`config.mk`:
```
export PLATFORM = sky130hd
export DESIGN_NAME = pipeline_hazard_ctrl_flat
export DESIGN_NICKNAME = d
export VERILOG_FILES = /design/src/rtl/pipeline_hazard_ctrl_if.sv /design/src/rtl/pipeline_hazard_ctrl.sv /design/src/flat_wrapper.sv
export SDC_FILE = /design/constraint.sdc
export NUM_CORES = 1
export LEC_CHECK = 0
export CAP_MARGIN = 10
export CORE_ASPECT_RATIO = 0.6
export CORE_MARGIN = 3
export CORE_UTILIZATION = 47
export DETAILED_ROUTE_END_ITERATION = 12
export PLACE_DENSITY = 0.79
export SYNTH_ARGS = -nofsm -noshare
export SYNTH_HDL_FRONTEND = slang
export SYNTH_SLANG_ARGS = --single-unit
export TNS_END_PERCENT = 10
```
`constraint.sdc`:
```
create_clock -name clk -period 2.2 [get_ports clk]
set_clock_uncertainty 0.1 [all_clocks]
set_input_delay 0.44 -clock clk [delete_from_list [all_inputs] [get_ports clk]]
set_output_delay 0.44 -clock clk [all_outputs]
set_load 0.01 [all_outputs]
```
`src/rtl/pipeline_hazard_ctrl_if.sv`:
```
// Bundle of hazard-detection inputs and pipeline-control outputs that pass
// between the 5-stage datapath (master) and the hazard controller (slave).
// The datapath side drives register fields and memory/branch status; the
// controller side drives stage enables, flushes, error and stall statistics.
// All signals are level-based and sampled every cycle; there is no
// valid/ready handshake because the controller reacts combinationally to the
// current inputs and its registered state, with no added latency.
interface pipeline_hazard_ctrl_if #(
  parameter int CNT_W = 16
);
  logic [4:0]       id_rs;
  logic [4:0]       id_rt;
  logic [4:0]       ex_rt;
  logic             ex_MemRead;
  logic             mem_branch_taken;
  logic             mem_req;
  logic             mem_ready;

  logic             pc_en;
  logic             if_id_en;
  logic             id_ex_en;
  logic             ex_mem_en;
  logic             if_id_flush;
  logic             id_ex_flush;
  logic             ex_mem_flush;
  logic             err;
  logic [CNT_W-1:0] stall_cnt;
  logic [1:0]       state_dbg;

  modport master (
    output id_rs, id_rt, ex_rt, ex_MemRead, mem_branch_taken, mem_req, mem_ready,
    input  pc_en, if_id_en, id_ex_en, ex_mem_en,
    input  if_id_flush, id_ex_flush, ex_mem_flush,
    input  err, stall_cnt, state_dbg
  );

  modport slave (
    input  id_rs, id_rt, ex_rt, ex_MemRead, mem_branch_taken, mem_req, mem_ready,
    output pc_en, if_id_en, id_ex_en, ex_mem_en,
    output if_id_flush, id_ex_flush, ex_mem_flush,
    output err, stall_cnt, state_dbg
  );
endinterface

```
`src/rtl/pipeline_hazard_ctrl.sv`:
```
// Central stall/flush controller for the 5-stage MIPS pipeline.
// Resolves load-use hazards with a single bubble, taken branches (resolved in
// MEM) with a three-stage flush, and multi-cycle data-memory accesses with a
// full pipeline freeze bounded by MAX_WAIT cycles, after which the controller
// locks in ERROR until reset. A saturating counter records every cycle in
// which the PC was held.
module pipeline_hazard_ctrl #(
  parameter int MAX_WAIT = 15,
  parameter int CNT_W    = 16
) (
  input  logic                  clk,
  input  logic                  rst,
  pipeline_hazard_ctrl_if.slave hz
);

  typedef enum logic [1:0] {
    RUN      = 2'd0,
    MEM_WAIT = 2'd1,
    ERROR    = 2'd2
  } state_t;

  localparam logic [7:0]       MAX_WAIT_L = 8'(MAX_WAIT);
  localparam logic [CNT_W-1:0] CNT_MAX    = {CNT_W{1'b1}};

  state_t           state, state_nxt;
  logic [7:0]       wait_cnt, wait_nxt;
  logic [CNT_W-1:0] stall_q;
  logic             err_q, err_nxt;

  logic lu;
  logic run_pc_en, run_if_id_en, run_id_ex_en, run_ex_mem_en;
  logic run_if_id_flush, run_id_ex_flush, run_ex_mem_flush;

  logic pc_en, if_id_en, id_ex_en, ex_mem_en;
  logic if_id_flush, id_ex_flush, ex_mem_flush;

  // Branch / load-use / normal-flow controls, shared by RUN and by MEM_WAIT release.
  always_comb begin
    lu = hz.ex_MemRead && (hz.ex_rt != 5'd0) &&
         ((hz.ex_rt == hz.id_rs) || (hz.ex_rt == hz.id_rt));
    run_pc_en        = 1'b1;
    run_if_id_en     = 1'b1;
    run_id_ex_en     = 1'b1;
    run_ex_mem_en    = 1'b1;
    run_if_id_flush  = 1'b0;
    run_id_ex_flush  = 1'b0;
    run_ex_mem_flush = 1'b0;
    if (hz.mem_branch_taken) begin
      // The bubble a load-use stall would insert is flushed anyway, so LU is ignored.
      run_if_id_flush  = 1'b1;
      run_id_ex_flush  = 1'b1;
      run_ex_mem_flush = 1'b1;
    end else if (lu) begin
      run_pc_en       = 1'b0;
      run_if_id_en    = 1'b0;
      run_id_ex_flush = 1'b1;
    end
  end

  // Next-state and output decode; everything idles at zero unless a state grants it.
  always_comb begin
    state_nxt    = state;
    wait_nxt     = wait_cnt;
    err_nxt      = err_q;
    pc_en        = 1'b0;
    if_id_en     = 1'b0;
    id_ex_en     = 1'b0;
    ex_mem_en    = 1'b0;
    if_id_flush  = 1'b0;
    id_ex_flush  = 1'b0;
    ex_mem_flush = 1'b0;
    if (!rst) begin
      case (state)
        RUN: begin
          if (hz.mem_req && !hz.mem_ready) begin
            state_nxt = MEM_WAIT;
            wait_nxt  = 8'd1;
          end else begin
            pc_en        = run_pc_en;
            if_id_en     = run_if_id_en;
            id_ex_en     = run_id_ex_en;
            ex_mem_en    = run_ex_mem_en;
            if_id_flush  = run_if_id_flush;
            id_ex_flush  = run_id_ex_flush;
            ex_mem_flush = run_ex_mem_flush;
          end
        end
        MEM_WAIT: begin
          // The frozen pipeline holds the request, so mem_req is not looked at here.
          if (hz.mem_ready) begin
            state_nxt    = RUN;
            wait_nxt     = 8'd0;
            pc_en        = run_pc_en;
            if_id_en     = run_if_id_en;
            id_ex_en     = run_id_ex_en;
            ex_mem_en    = run_ex_mem_en;
            if_id_flush  = run_if_id_flush;
            id_ex_flush  = run_id_ex_flush;
            ex_mem_flush = run_ex_mem_flush;
          end else if (wait_cnt == MAX_WAIT_L) begin
            state_nxt = ERROR;
            err_nxt   = 1'b1;
          end else begin
            wait_nxt = wait_cnt + 8'd1;
          end
        end
        ERROR: begin
          err_nxt = 1'b1;
        end
        default: begin
          state_nxt = RUN;
          wait_nxt  = 8'd0;
        end
      endcase
    end
  end

  // State, wait counter and sticky error register.
  always_ff @(posedge clk or posedge rst) begin
    if (rst) begin
      state    <= RUN;
      wait_cnt <= 8'd0;
      err_q    <= 1'b0;
    end else begin
      state    <= state_nxt;
      wait_cnt <= wait_nxt;
      err_q    <= err_nxt;
    end
  end

  // Saturating count of cycles in which the PC was held.
  always_ff @(posedge clk or posedge rst) begin
    if (rst) begin
      stall_q <= '0;
    end else if (!pc_en && (stall_q != CNT_MAX)) begin
      stall_q <= stall_q + CNT_W'(1);
    end
  end

  assign hz.pc_en        = pc_en;
  assign hz.if_id_en     = if_id_en;
  assign hz.id_ex_en     = id_ex_en;
  assign hz.ex_mem_en    = ex_mem_en;
  assign hz.if_id_flush  = if_id_flush;
  assign hz.id_ex_flush  = id_ex_flush;
  assign hz.ex_mem_flush = ex_mem_flush;
  assign hz.err          = err_q;
  assign hz.stall_cnt    = stall_q;
  assign hz.state_dbg    = state;

endmodule

```
`src/flat_wrapper.sv`:
```
// flat-port wrapper written by rule: the top's interface ports become plain ports
module pipeline_hazard_ctrl_flat 
#(
  parameter int MAX_WAIT = 15,
  parameter int CNT_W    = 16
)
  (clk, rst, hz_id_rs, hz_id_rt, hz_ex_rt, hz_ex_MemRead, hz_mem_branch_taken, hz_mem_req, hz_mem_ready, hz_pc_en, hz_if_id_en, hz_id_ex_en, hz_ex_mem_en, hz_if_id_flush, hz_id_ex_flush, hz_ex_mem_flush, hz_err, hz_stall_cnt, hz_state_dbg);
  pipeline_hazard_ctrl_if #(.CNT_W(CNT_W)) hz_i ();
  input  logic clk;
  input  logic rst;
  input wire logic [$bits(hz_i.id_rs)-1:0] hz_id_rs;
  input wire logic [$bits(hz_i.id_rt)-1:0] hz_id_rt;
  input wire logic [$bits(hz_i.ex_rt)-1:0] hz_ex_rt;
  input wire logic [$bits(hz_i.ex_MemRead)-1:0] hz_ex_MemRead;
  input wire logic [$bits(hz_i.mem_branch_taken)-1:0] hz_mem_branch_taken;
  input wire logic [$bits(hz_i.mem_req)-1:0] hz_mem_req;
  input wire logic [$bits(hz_i.mem_ready)-1:0] hz_mem_ready;
  output wire logic [$bits(hz_i.pc_en)-1:0] hz_pc_en;
  output wire logic [$bits(hz_i.if_id_en)-1:0] hz_if_id_en;
  output wire logic [$bits(hz_i.id_ex_en)-1:0] hz_id_ex_en;
  output wire logic [$bits(hz_i.ex_mem_en)-1:0] hz_ex_mem_en;
  output wire logic [$bits(hz_i.if_id_flush)-1:0] hz_if_id_flush;
  output wire logic [$bits(hz_i.id_ex_flush)-1:0] hz_id_ex_flush;
  output wire logic [$bits(hz_i.ex_mem_flush)-1:0] hz_ex_mem_flush;
  output wire logic [$bits(hz_i.err)-1:0] hz_err;
  output wire logic [$bits(hz_i.stall_cnt)-1:0] hz_stall_cnt;
  output wire logic [$bits(hz_i.state_dbg)-1:0] hz_state_dbg;
  assign hz_i.id_rs = hz_id_rs;
  assign hz_i.id_rt = hz_id_rt;
  assign hz_i.ex_rt = hz_ex_rt;
  assign hz_i.ex_MemRead = hz_ex_MemRead;
  assign hz_i.mem_branch_taken = hz_mem_branch_taken;
  assign hz_i.mem_req = hz_mem_req;
  assign hz_i.mem_ready = hz_mem_ready;
  assign hz_pc_en = hz_i.pc_en;
  assign hz_if_id_en = hz_i.if_id_en;
  assign hz_id_ex_en = hz_i.id_ex_en;
  assign hz_ex_mem_en = hz_i.ex_mem_en;
  assign hz_if_id_flush = hz_i.if_id_flush;
  assign hz_id_ex_flush = hz_i.id_ex_flush;
  assign hz_ex_mem_flush = hz_i.ex_mem_flush;
  assign hz_err = hz_i.err;
  assign hz_stall_cnt = hz_i.stall_cnt;
  assign hz_state_dbg = hz_i.state_dbg;
  pipeline_hazard_ctrl #(.MAX_WAIT(MAX_WAIT), .CNT_W(CNT_W)) u_core (.clk(clk), .rst(rst), .hz(hz_i));
endmodule
```
==> metrics.csv <==
metric,value,unit
status,finished clean,
total CTS buffers,3,
cell area after synthesis,1600,um^2
final instance area,2410,um^2
All-Layer GR Usage,22.5,%
root buf cell,clkbuf_8,
fmax,0.458,GHz
Slew headroom,67.0,%
Slew Limit Fails,0,
CTS HTree Levels,1,
Initial DRT Pass Iterations,4,
hold buffers post-CTS,0,
port bufs,46,
Setup CP Type,in2out,
mean post-synth cell area,9.72,um^2
largest net degree at the start of global routing,29,
Max VDD drop,0.465,mV
nets,255,
CTS tree,built,
Synth Register Bits,27,
fin crit share,99.2,%
Die W,81.4,um
Post-synth EDFFs,0,
Routed Wire Length,4540,um
Worst EP arrival,1.64,ns
Top Layer Used,met4,
Final ANT Viol Nets,0,
"commonest non-fill, non-tap cells in the layout","27 x dfrtp_1, 24 x clkdlybuf4s50_1, 22 x xor2_1",
Metal-1 WL,2050,um
worst hold path type,reg2reg,
startpoint types,input pin,
dpl hpwl,3260,um
setup violators final,0,
remaining global-route overflow,0,
data required time at the worst endpoint,1.66,ns
DR vias/cell,5.41,
Final Wtd Congestion,0.890,
io pins,47,
critical path endpoint category,output port,
die area,4170,um^2
Post-Synthesis Net Count,188,
clock sink count,27,
first-pass GRT wire length,7230,um
P per Cell Area,758,nW/um^2
"Seq/Total Area, Yosys",42.1,%
Setup TNS,0,ns
# DRC,0,
CTS Buffer Depth,2,
clk_lat worst skew,0.28,ns
"most common cell after layout, fill and taps aside",dfrtp_1,
vias in the first global route,1528,
initial antenna violation count,0,
Core Rows,15,
Worst-path clk slew,0.09,ns
YS warnings,0,
Unique masters post-synth,33,
Worst Path Max Fanout,2,
Area Growth Syn to Fin,50.2,%
ys async rst share,100,%
RSZ-0062 raised after global routing,true,
DR vias,1478,
Tmin final,2.18,ns
final hold vios,0,
Max Cap Violations,0,
Ant. Diodes,0,
worst slew pin tran,0.494,ns
die height,51.3,um
"Top FF cell, synth",dfrtp_1,
Synth Instances,165,
post-DR wirelength/cell,16.6,um
core area,3060,um^2
Initial Utilization,52.4,%
placed inst area,2220,um^2
leakage,1.05,nW
DR WL met3,185,um
fraction of layout cells with a size suffix above 1,28.1,%
Routed met2 length,2180,um
Initial DRC Count,59,
-- flip-flops by register name, indices dropped and copies added (netlist names) --
name                 flops
u_core.wait_cnt          8
u_core.hz.state_dbg      2
u_core.hz.err            1
u_core.hz.stall_cnt     16
-- cell usage after synthesis (2+ instances only) --
cell type | number | area (um^2)
dfrtp_1 | 27 | 676
xor2_1 | 27 | 236
nor2_1 | 17 | 63.8
nand2_1 | 14 | 52.6
nand3_1 | 10 | 50.1
nor3_1 | 9 | 45.0
o21ai_0 | 6 | 30.0
nor3_2 | 5 | 50.1
a22o_1 | 4 | 35.0
buf_4 | 4 | 30.0
clkbuf_1 | 4 | 15.0
nor4_1 | 4 | 25.0
and2_1 | 3 | 18.8
and3_1 | 3 | 18.8
nand4_1 | 3 | 18.8
xnor2_1 | 3 | 26.3
ha_1 | 2 | 25.0
nor3b_1 | 2 | 15.0
nor4_4 | 2 | 42.5
nor4b_1 | 2 | 17.5
o21a_1 | 2 | 15.0
-- routing by layer --
layer	up-vias	global-route usage (%)
met5	-	0
met4	0	4.78
met3	13	5.46
met2	37	38.2
met1	727	28.9
li1	701	-
-- where the power goes --
part	switching, W	total (W)	internal, W
registers	0.000167	0.000788	0.000621
clock network	0.000158	0.000287	0.000130
logic	0.000350	0.000750	0.000400
total	0.000675	0.00183	0.00115
-- logic make-up (layout without fill, tap and decap cells) --
group                      Yosys count  after routing  synth area share (%)
buffers and inverters               10             76                  3.74
xor gates and xnor gates            30             30                  16.4
and+or+nand+nor                     77             77                  27.3
DFF                                 27             27                  42.1
AOI/OAI and AO/OA                   18             18                  8.19
adders and majority gates            2              2                  1.56
muxes                                1              1                 0.702
-- repair_timing --
item,CTS,global route
endpoints found under the setup margin,23,21
setup buffers,1,4
resized for setup,61,28
hold endpoints to repair,0,0
pin swaps,17,15
-- worst paths after layout --
check / end / slack (ns) / startpoint / cells after the start
min: u_core.hz.err$_DFFE_PP0P_ / 0.38 / u_core.hz.err$_DFFE_PP0P_ / 1
min in group asynchronous: u_core.hz.stall_cnt[9]$_DFFE_PP0P_ / 0.69 / rst / 4
max in group asynchronous: u_core.hz.stall_cnt[2]$_DFFE_PP0P_ / 1.05 / rst / 4
max reg2reg: u_core.hz.stall_cnt[7]$_DFFE_PP0P_ / 0.23 / u_core.hz.stall_cnt[5]$_DFFE_PP0P_ / 7
min reg2reg: u_core.hz.err$_DFFE_PP0P_ / 0.38 / u_core.hz.err$_DFFE_PP0P_ / 1
max: hz_id_ex_flush / 0.02 / hz_ex_rt[0] / 6
-- worst max-delay path: stages --
cell and delay (ns):
clkbuf_2 0.11, or4_4 0.53, o21ai_4 0.21, nor2_4 0.04, o21a_1 0.19, buf_6 0.12
-- through the flow --
step	utilization [%]	hold slack, ns	worst slack (ns)	instances	power (W)
finish	78.7	0.384	0.0168	273	0.00183
global route	78.7	0.432	-0.0263	273	0.00193
CTS	76.3	0.394	-0.0557	269	0.00180
detailed placement	72.4	0.367	-0.837	264	0.00150
global placement	72.4	0.361	-0.714	264	0.00147
floorplan	-	0.393	-0.0712	165	0.00110
-- cell type report --
| cell class | instances | area [um^2] |
|---|---|---|
| clock buffers | 4 | 45.0 |
| fillers | 190 | 651 |
| inverters | 1 | 3.75 |
| multi-input cells | 128 | 1010 |
| flip-flops and latches | 27 | 676 |
| well taps | 42 | 52.6 |
| repair buffers | 71 | 624 |
Note: power is estimated with default switching activity, not from simulation.
